===== src/rtl/plic_target_arbiter.sv =====
// plic_target_arbiter: sequential-scan claim/complete arbiter for one PLIC hart context.
module plic_target_arbiter #(
    parameter int NUM_SRC = 7,
    parameter int PRIO_W  = 3,
    parameter int ID_W    = 3
) (
    input  logic                      clk,
    input  logic                      rst_n,
    input  logic [NUM_SRC-1:0]        pending,
    input  logic [NUM_SRC-1:0]        enable,
    input  logic [NUM_SRC*PRIO_W-1:0] prio_flat,
    input  logic [PRIO_W-1:0]         threshold,
    input  logic                      claim_req,
    output logic                      claim_valid,
    output logic [ID_W-1:0]           claim_id,
    output logic [NUM_SRC-1:0]        clr_pend,
    input  logic                      complete_req,
    input  logic [ID_W-1:0]           complete_id,
    output logic                      eip,
    output logic [ID_W-1:0]           max_id
);
    typedef enum logic {SCAN, PUBLISH} state_t;
    state_t state, state_n;
    logic [ID_W-1:0] idx, idx_n, best_id, best_id_n, max_id_n;
    logic [PRIO_W-1:0] best_p, best_p_n, cur_p;
    logic eip_n, cur_e, last;
    logic [NUM_SRC-1:0] in_service, claim_mask, comp_mask;

    always_comb begin
        cur_p = '0;
        cur_e = 1'b0;
        claim_mask = '0;
        comp_mask = '0;
        for (int k = 0; k < NUM_SRC; k++) begin
            if (idx == ID_W'(k + 1)) begin
                cur_p = prio_flat[k*PRIO_W +: PRIO_W];
                cur_e = pending[k] & enable[k] & ~in_service[k] & (cur_p != '0);
            end
            claim_mask[k] = claim_req & eip & (max_id == ID_W'(k + 1));
            comp_mask[k] = complete_req & (complete_id == ID_W'(k + 1));
        end
    end

    assign last = (idx == ID_W'(NUM_SRC));

    always_comb begin
        state_n = state;
        idx_n = idx;
        best_p_n = best_p;
        best_id_n = best_id;
        max_id_n = max_id;
        eip_n = eip;
        if (state == SCAN) begin
            // strict compare keeps the earlier (lower) ID on priority ties
            if (cur_e && cur_p > best_p) begin
                best_p_n = cur_p;
                best_id_n = idx;
            end
            state_n = last ? PUBLISH : SCAN;
            idx_n = last ? idx : idx + ID_W'(1);
        end else begin
            max_id_n = best_id;
            eip_n = best_p > threshold;
            best_p_n = '0;
            best_id_n = '0;
            idx_n = ID_W'(1);
            state_n = SCAN;
        end
        // a claim restarts the scan so the just-claimed winner cannot be served twice
        if (claim_req) begin
            eip_n = 1'b0;
            max_id_n = '0;
            best_p_n = '0;
            best_id_n = '0;
            idx_n = ID_W'(1);
            state_n = SCAN;
        end
    end

    always_ff @(posedge clk or negedge rst_n) begin
        if (!rst_n) begin
            state <= SCAN;
            idx <= ID_W'(1);
            best_p <= '0;
            best_id <= '0;
            max_id <= '0;
            eip <= 1'b0;
            in_service <= '0;
            claim_valid <= 1'b0;
            claim_id <= '0;
            clr_pend <= '0;
        end else begin
            state <= state_n;
            idx <= idx_n;
            best_p <= best_p_n;
            best_id <= best_id_n;
            max_id <= max_id_n;
            eip <= eip_n;
            in_service <= (in_service & ~comp_mask) | claim_mask;
            claim_valid <= claim_req;
            clr_pend <= claim_mask;
            if (claim_req)
                claim_id <= eip ? max_id : '0;
        end
    end
endmodule


===== config.mk =====
export PLATFORM = sky130hd
export DESIGN_NAME = plic_target_arbiter
export DESIGN_NICKNAME = d
export VERILOG_FILES = /design/src/rtl/plic_target_arbiter.sv
export SDC_FILE = /design/constraint.sdc
export NUM_CORES = 1
export LEC_CHECK = 0
export CORE_ASPECT_RATIO = 0.9
export CORE_MARGIN = 3
export CORE_UTILIZATION = 35
export CTS_CLUSTER_SIZE = 28
export DETAILED_ROUTE_END_ITERATION = 10
export PLACE_DENSITY = 0.71
export REMOVE_ABC_BUFFERS = 1
export SLEW_MARGIN = 20
export SYNTH_ARGS = -nofsm -noshare
export SYNTH_HDL_FRONTEND = slang
export SYNTH_SLANG_ARGS = --single-unit

===== constraint.sdc =====
create_clock -name clk -period 3.7 [get_ports clk]
set_input_delay 0.37 -clock clk [delete_from_list [all_inputs] [get_ports clk]]
set_output_delay 0.37 -clock clk [all_outputs]
set_load 0.005 [all_outputs]

======== Word level (Yosys, flattened, before mapping) ========
Cells that the tools add are included.
word-level totals
  register bits after elaboration ......... 32
  word-level logic and storage cells ...... 122
operators by class
  bitwise gates (word level) .............. 46
  equality and inequality tests ........... 22
  multiplexer cells ....................... 31
  $lt $le $gt $ge ......................... 2
  add/subtract/negate cells ............... 1
  reductions and logical operators ........ 10
operators by type and width
  operator                                       count
  2-to-1 mux 3 bit                               19
  bitwise AND 1 bit                              36
  == test 3 bit, second input constant           12
  nonzero test 3 bit                             8
  == test 3 x 2 -> 1 bit, second input constant  6
  2-to-1 mux 1 bit                               12
  == test 3 x 1 -> 1 bit, second input constant  3
  bitwise AND 7 bit                              1
  NOT 1 bit                                      7
  NOT 7 bit                                      1
  bitwise OR 7 bit                               1
  > comparator 3 bit                             2
  adder 3 x 1 -> 3 bit, second input constant    1
  inequality test 3 bit, second input constant   1
  nonzero test 2 bit                             1
  logical AND 1 bit                              1

======== Depth between registers and ports, before layout ========
Gate-level depths: netlist of the first run.
  word-level depth ........................ 14
  mapped depth ............................ 14
  depth with buffers taken out ............ 13

======== Least setup slack after synthesis of the first run ========
No wires, ideal clock.
  kind .................................... reg2reg
  start point ............................. reg idx[0]
  end point ............................... reg best_p[0]
  path slack .............................. 948 ps
  stages on the path, launching flop included .. 14
  arrival time ............................ 2633 ps
  path buffers ............................ 1
  path through ............................ dfstp_2 -> inv_1 -> ha_1 -> buf_6 -> and2_1 -> a221o_1 -> a221oi_1 -> a21oi_1 -> ha_1 -> o21ai_0 -> nand2b_1 -> o2111a_2 -> a21oi_1 -> o21a_1
between the ends
  cells in the longest elaborated chain, start to end .. 11
  elaborated cells on any way between the ends .. 27
ends and longest elaborated chain
  item                                                              RTL line  source
  from (decl)                                                       24        logic [ID_W-1:0] idx, idx_n, best_id, best_id_n, max_id_n;
  from (signal assigned)                                            94        idx <= idx_n;
  == test 3 x 1 -> 1 bit                                            35        if (idx == ID_W'(k + 1)) begin
  2-to-1 mux 3 bit (7 in series)                                    35
  > comparator 3 bit or 2-to-1 mux 3 bit (tied branches)            55        if (cur_e && cur_p > best_p) begin
  logical AND 1 bit or 2-to-1 mux 3 bit (tied branches)             55, 53
  nonzero test 3 bit (no line) or 2-to-1 mux 3 bit (tied branches)  -
  to (signal assigned)                                              95        best_p <= best_p_n;
  to (decl)                                                         25        logic [PRIO_W-1:0] best_p, best_p_n, cur_p;
Several ways; a longest one is shown, not always the timed one. The select of a mux whose other input is x is not followed.
A chain may end at the register's enable or synchronous reset.

======== Final worst setup path of the first run ========
  start point ............................. reg idx[0]
  end point ............................... reg best_p[1]
Same word-level chain as after synthesis.

==> results of run 1 <==
==> flip-flops by register name (all words and copies together), names as in the netlist <==
| signal | cells |
|---|---|
| best_id | 3 |
| best_p | 3 |
| claim_id | 3 |
| claim_valid | 1 |
| clr_pend | 7 |
| eip | 1 |
| idx | 3 |
| in_service | 7 |
| max_id | 3 |
| state | 1 |
==> logic make-up after synthesis <==
group	synth area share [%]
mux	2.61
simple gates	20.1
buf+inv	5.34
compound gates	21.9
flops	41.8
xor+xnor	0.456
fa+ha+maj	7.82
==> worst max path at each step <==
stage                             from                      to  slack, ns  depth (start not counted)
floorplan           idx[0]$_DFFE_PN1P_   best_p[0]$_DFFE_PN0P_       0.95                         12
global placement    idx[1]$_DFFE_PN0P_   best_p[0]$_DFFE_PN0P_       0.77                         13
detailed placement  idx[0]$_DFFE_PN1P_   best_p[2]$_DFFE_PN0P_       0.67                         12
CTS                 idx[0]$_DFFE_PN1P_   best_p[1]$_DFFE_PN0P_       0.62                         12
global route        idx[0]$_DFFE_PN1P_  best_id[1]$_DFFE_PN0P_       0.37                         12
finish              idx[0]$_DFFE_PN1P_   best_p[1]$_DFFE_PN0P_       0.61                         12
==> stage by stage <==
stage | area, um2 | utilization [%] | worst slack [ns]
after floorplan | 1880 | - | 0.954
after detailed placement | 2570 | 50.6 | 0.674
final | 2680 | 52.7 | 0.615
after global routing | 2680 | 52.7 | 0.366
after global placement | 2570 | 50.6 | 0.765
after CTS | 2680 | 52.7 | 0.623
==> critical path, cell delays in order (launching register included) <==
cell and delay [ns]:
dfstp_2 0.58, inv_1 0.07, ha_1 0.33, and2_1 0.21, a221o_1 0.34, a221oi_1 0.22, a21oi_1 0.10, ha_1 0.32
o21ai_0 0.10, nand2b_1 0.13, o2111ai_2 0.22, o21ai_0 0.25, a21oi_1 0.09
==> layer usage <==
layer | vias to the layer above | part of all wire [%] | global-route usage, %
met4 | 0 | 1.2 | 4.50
li1 | 862 | - | -
met2 | 54 | 48 | 26.4
met1 | 860 | 44 | 21.5
met5 | - | 0 | 0
met3 | 8 | 6.7 | 4.22
==> synth_stat cells (all sizes together) (4+ instances only) <==
cell,count
nor2,14
a21o,8
nand3,15
mux2i,5
a21oi,16
inv,17
nor2b,8
o21ai,12
ha,12
dfrtp,31
clkbuf,4
nand2,10
nor3,10
==> power by group <==
group,leakage [nW],internal [mW],switching (mW)
Sequential,0.439,0.375,0.0218
Clock,0.0552,0.200,0.126
Combinational,0.685,0.226,0.286
==> area by class of cell <==
type	instances	area (um2)
Tap cell	65	81.3
Clock buffer	6	72.6
Sequential cell	32	802
Inverter	17	63.8
Timing Repair Buffer	61	606
Clock inverter	2	35.0
Fill cell	458	2400
Multi-Input combinational cell	148	1020
==> flow_metrics.env, run 1 <==
export IMPL_outcome="finished, final reports clean"
export IMPL_area_growth_pct=39.3
export IMPL_root_buffer="clkbuf_8"
export IMPL_finalPower_mw=1.23
export IMPL_endpoint_kind="flop"
export IMPL_synth_cell_type_count=50
export IMPL_synthCells=204
export IMPL_critical_path_class="reg -> reg"
export IMPL_path_clk_slew_ns=0.07
export IMPL_drt_iter0_drc=74
export IMPL_ys_ff_latch=32
export IMPL_hold_violations=0
export IMPL_required_ns=3.87
export IMPL_fmax_mhz=324
export IMPL_drtAntennaViolNets=0
export IMPL_synth_avg_cell_area_um2=9.41
export IMPL_max_cap_violations=0
export IMPL_setup_viol=0
export IMPL_layout_commonest_cell="clkdlybuf4s50_1"
export IMPL_clock_skew_ns=0.00665
export IMPL_reg2reg_slack_ns=0.61
export IMPL_route_detailed_drc=0
export IMPL_synthDominantCellAreaShare_pct=40.4
export IMPL_ir_drop_mv=0.251
export IMPL_via_per_inst=5.39
export IMPL_post_cts_setup_buffers=0
export IMPL_diodes=0
export IMPL_cts_tree="yes"
export IMPL_hold_depth=1
export IMPL_fin_cells=331
export IMPL_wirelength_um=5080
export IMPL_yosys_top_cells_area="dfrtp_1 40%, ha_1 7.8%, a21oi_1 4.2%"
export IMPL_syn_area_um2=1920
export IMPL_holdWs_ns=0.474
export IMPL_r2r_cells=12
export IMPL_min_from="in_service[4]$_DFF_PN0_"
export IMPL_synthArstFlopShare_pct=100
export IMPL_critPathMaxFanout=11
export IMPL_fin_crit_sh_pct=83.4
export IMPL_cts_resized=0
export IMPL_hold_end="in_service[4]$_DFF_PN0_"
export IMPL_clkSinkCount=32
export IMPL_startpoint_type="flop"
export IMPL_htreeDepth=2
export IMPL_globalplace_congestion=0.896
export IMPL_fin_nets=322
export IMPL_drive_above_1_share_pct=7.52
export IMPL_worst_pin_slew_ns=0.570
export IMPL_placementRows=24
export IMPL_grt_usage_pct=16.3
export IMPL_wire_per_inst_um=15.4
export IMPL_grt_first_pass_wirelength_um=8480
export IMPL_synth_edf_count=0
export IMPL_hold_path_class="reg -> reg"
export IMPL_grt_pass1_vias=1762
export IMPL_r2r_start="idx[0]$_DFFE_PN1P_"
export IMPL_die_y_um=76.3
export IMPL_ioPinCount=60
export IMPL_dp_cells=323
export IMPL_die_w_um=84.1
export IMPL_grt_overflow_total=0
export IMPL_core_region_area_um2=5070
export IMPL_numCtsBuffers=5
export IMPL_synth_top_area_cell="dfrtp_1"
export IMPL_io_buffers=59
export IMPL_antenna_found_initial=0
export IMPL_dieArea_um2=6410
export IMPL_ys_warn_count=0
export IMPL_p_leak_nw=1.18
export IMPL_grt_max_degree=33
export IMPL_tns_ns=0
export IMPL_synth_seq_area_share_pct=41.8
export IMPL_slew_viol_final=0
export IMPL_rr_endpoint="best_p[1]$_DFFE_PN0P_"
export IMPL_insertion_delay_ns=0.29
export IMPL_floorplan_initialDensity_pct=37.8
export IMPL_rsz0062_at_grt="false"
export IMPL_cts_hold_buf=0
export IMPL_synthFlopType="dfrtp_1"
export IMPL_arrival_ns=3.25
export IMPL_relSlewSlack_pct=61.5
export IMPL_final_cell_mix="59 x clkdlybuf4s50_1, 31 x dfrtp_1, 17 x inv_1"
export IMPL_dp_hpwl_um=3940
export IMPL_routed_via_count=1784
export IMPL_cts_buffer_depth=2
export IMPL_p_per_area_nw_per_um2=461
export IMPL_drt_pass1_iterations=4
export IMPL_fin_crit_ns=3.09
Note: power is estimated with default switching activity, not from simulation.
==> inputs of run 2 (changes only) <==
Settings changed: PLACE_DENSITY 0.71 to 0.73.
Clock period 3.7 ns to 2.79 ns, I/O delays scaled along.
==> flow_metrics.env, run 2 (same netlist as run 1, synthesis figures left out) <==
export IMPL_slowest_delay_ns=0.61
export IMPL_area_growth_pct=51.3
export IMPL_critPathMaxFanout=7
export IMPL_hold_path_class="in -> async"
export IMPL_htreeDepth=2
export IMPL_cell_internal_pwr_mw=1.11
export IMPL_placementRows=24
export IMPL_crit_slowest_cell="dfstp_2"
export IMPL_grt_overflow_total=0
export IMPL_endpoint_kind="flop"
export IMPL_die_w_um=84.1
export IMPL_drt_iter0_drc=71
export IMPL_p_leak_nw=1.25
export IMPL_worst_slack_ns=0.0816
export IMPL_path_clk_slew_ns=0.07
export IMPL_preCtsSetupSlack_ns=-0.0981
export IMPL_slew_viol_final=0
export IMPL_worst_pin_slew_ns=0.561
export IMPL_routed_via_count=1786
export IMPL_fin_crit_ns=2.71
export IMPL_drt_pass1_iterations=4
export IMPL_place_area_um2=2650
export IMPL_layout_commonest_cell="clkdlybuf4s50_1"
export IMPL_rsz0062_at_grt="true"
export IMPL_crit_start="idx[0]$_DFFE_PN1P_"
export IMPL_setup_viol=0
export IMPL_hold_violations=0
export IMPL_dieArea_um2=6410
export IMPL_numCtsBuffers=5
export IMPL_tns_ns=0
export IMPL_dp_hpwl_um=4010
export IMPL_fin_cells=344
export IMPL_share_comb_of_total_power_pct=48.8
export IMPL_drive_above_1_share_pct=20.8
export IMPL_core_region_area_um2=5070
export IMPL_grt_max_degree=33
export IMPL_ir_drop_mv=0.374
export IMPL_grt_pass1_vias=1773
export IMPL_fin_nets=335
export IMPL_p_per_area_nw_per_um2=608
export IMPL_fin_area_um2=2910
export IMPL_max_cap_violations=0
export IMPL_wirelength_um=5230
export IMPL_via_per_inst=5.19
export IMPL_r2r_start="idx[0]$_DFFE_PN1P_"
export IMPL_ioPinCount=60
export IMPL_worstPathCellList="inv_4 -> ha_4 -> and2_4 -> a221o_1 -> a221oi_2 -> a21oi_2 -> ha_1 -> o21ai_2 -> nand2b_1 -> o2111ai_2 -> o21ai_0 -> a21oi_1"
export IMPL_floorplan_initialDensity_pct=37.8
export IMPL_required_ns=2.97
export IMPL_antenna_found_initial=0
export IMPL_critical_path_class="reg -> reg"
export IMPL_cts_buffer_depth=2
export IMPL_reg_top3="clr_pend: 7 flops, in_service: 7 flops"
export IMPL_grt_usage_pct=16.1
export IMPL_clock_skew_ns=0.00647
export IMPL_arrival_ns=2.89
export IMPL_dp_cells=334
export IMPL_rr_endpoint="best_p[1]$_DFFE_PN0P_"
export IMPL_wire_per_inst_um=15.2
export IMPL_swShare_pct=37.0
export IMPL_globalplace_congestion=0.876
export IMPL_p_sw_mw=0.654
export IMPL_root_buffer="clkbuf_8"
export IMPL_drtAntennaViolNets=0
export IMPL_fin_crit_sh_pct=97.1
export IMPL_fmax_mhz=369
export IMPL_outcome="finished, final reports clean"
export IMPL_grt_first_pass_wirelength_um=8480
export IMPL_final_util_pct=57.3
export IMPL_diodes=0
export IMPL_cts_tree="yes"
export IMPL_relSlewSlack_pct=62.1
export IMPL_startpoint_type="flop"
export IMPL_holdWs_ns=0.383
export IMPL_io_buffers=59
export IMPL_seq_power_share_pct=30.1
export IMPL_final_cell_mix="59 x clkdlybuf4s50_1, 30 x dfrtp_1, 15 x inv_1, 15 x nand3_1"
export IMPL_route_detailed_drc=0
export IMPL_r2r_cells=12
export IMPL_clkSinkCount=32
export IMPL_power_frac_clock_pct=21.1
export IMPL_insertion_delay_ns=0.29
export IMPL_finalPower_mw=1.77
export IMPL_die_y_um=76.3
export IMPL_reg2reg_slack_ns=0.08
-- run 2: per-layer routing --
layer | wire length [um] | vias to the layer above | track usage (%)
met5 | 0 | - | 0
met4 | 55 | 0 | 3.86
li1 | - | 892 | -
met3 | 289 | 8 | 4.22
met2 | 2490 | 50 | 24.8
met1 | 2400 | 836 | 22.6
-- run 2: critical path: cells and delay by family (launching register included) --
kind,cells,cell delay [ns]
compound gates,7,1.17
flops,1,0.61
fa+ha+maj,2,0.51
simple gates,2,0.25
buf+inv,1,0.07
-- run 2: worst max path at each step --
stage / endpoint / slack (ns)
finish: best_p[1]$_DFFE_PN0P_ / 0.08
global route: best_id[0]$_DFFE_PN0P_ / -0.03
CTS: best_p[0]$_DFFE_PN0P_ / 0.01
detailed placement: best_p[0]$_DFFE_PN0P_ / -0.1
global placement: best_p[0]$_DFFE_PN0P_ / 0.003
floorplan: best_p[0]$_DFFE_PN0P_ / 0.04
-- run 2: repair_timing --
item	4_1_cts	5_1_grt
hold buffers	0	0
buffers inserted	1	1
resized for setup	6	31
setup endpoints to repair	6	6
pin swaps	1	8
-- run 2: power by group through the flow --
stage          Combinational [mW]  Clock (mW)  Sequential [mW]
6_report                    0.862       0.372            0.533
3_3_place_gp                0.702           0            0.531
4_1_cts                     0.732       0.382            0.526
5_1_grt                     0.944       0.402            0.537
2_1_floorplan               0.447           0            0.535
3_5_place_dp                0.704           0            0.533
-- run 2: final cells by class --
class                   count  area (um2)
inverters                  17        66.3
flip-flops and latches     32         803
clock buffers               7        86.3
well taps                  65        81.3
repair buffers             74         711
fillers                   432        2170
multi-input cells         148        1150
clock inverters             1        7.51
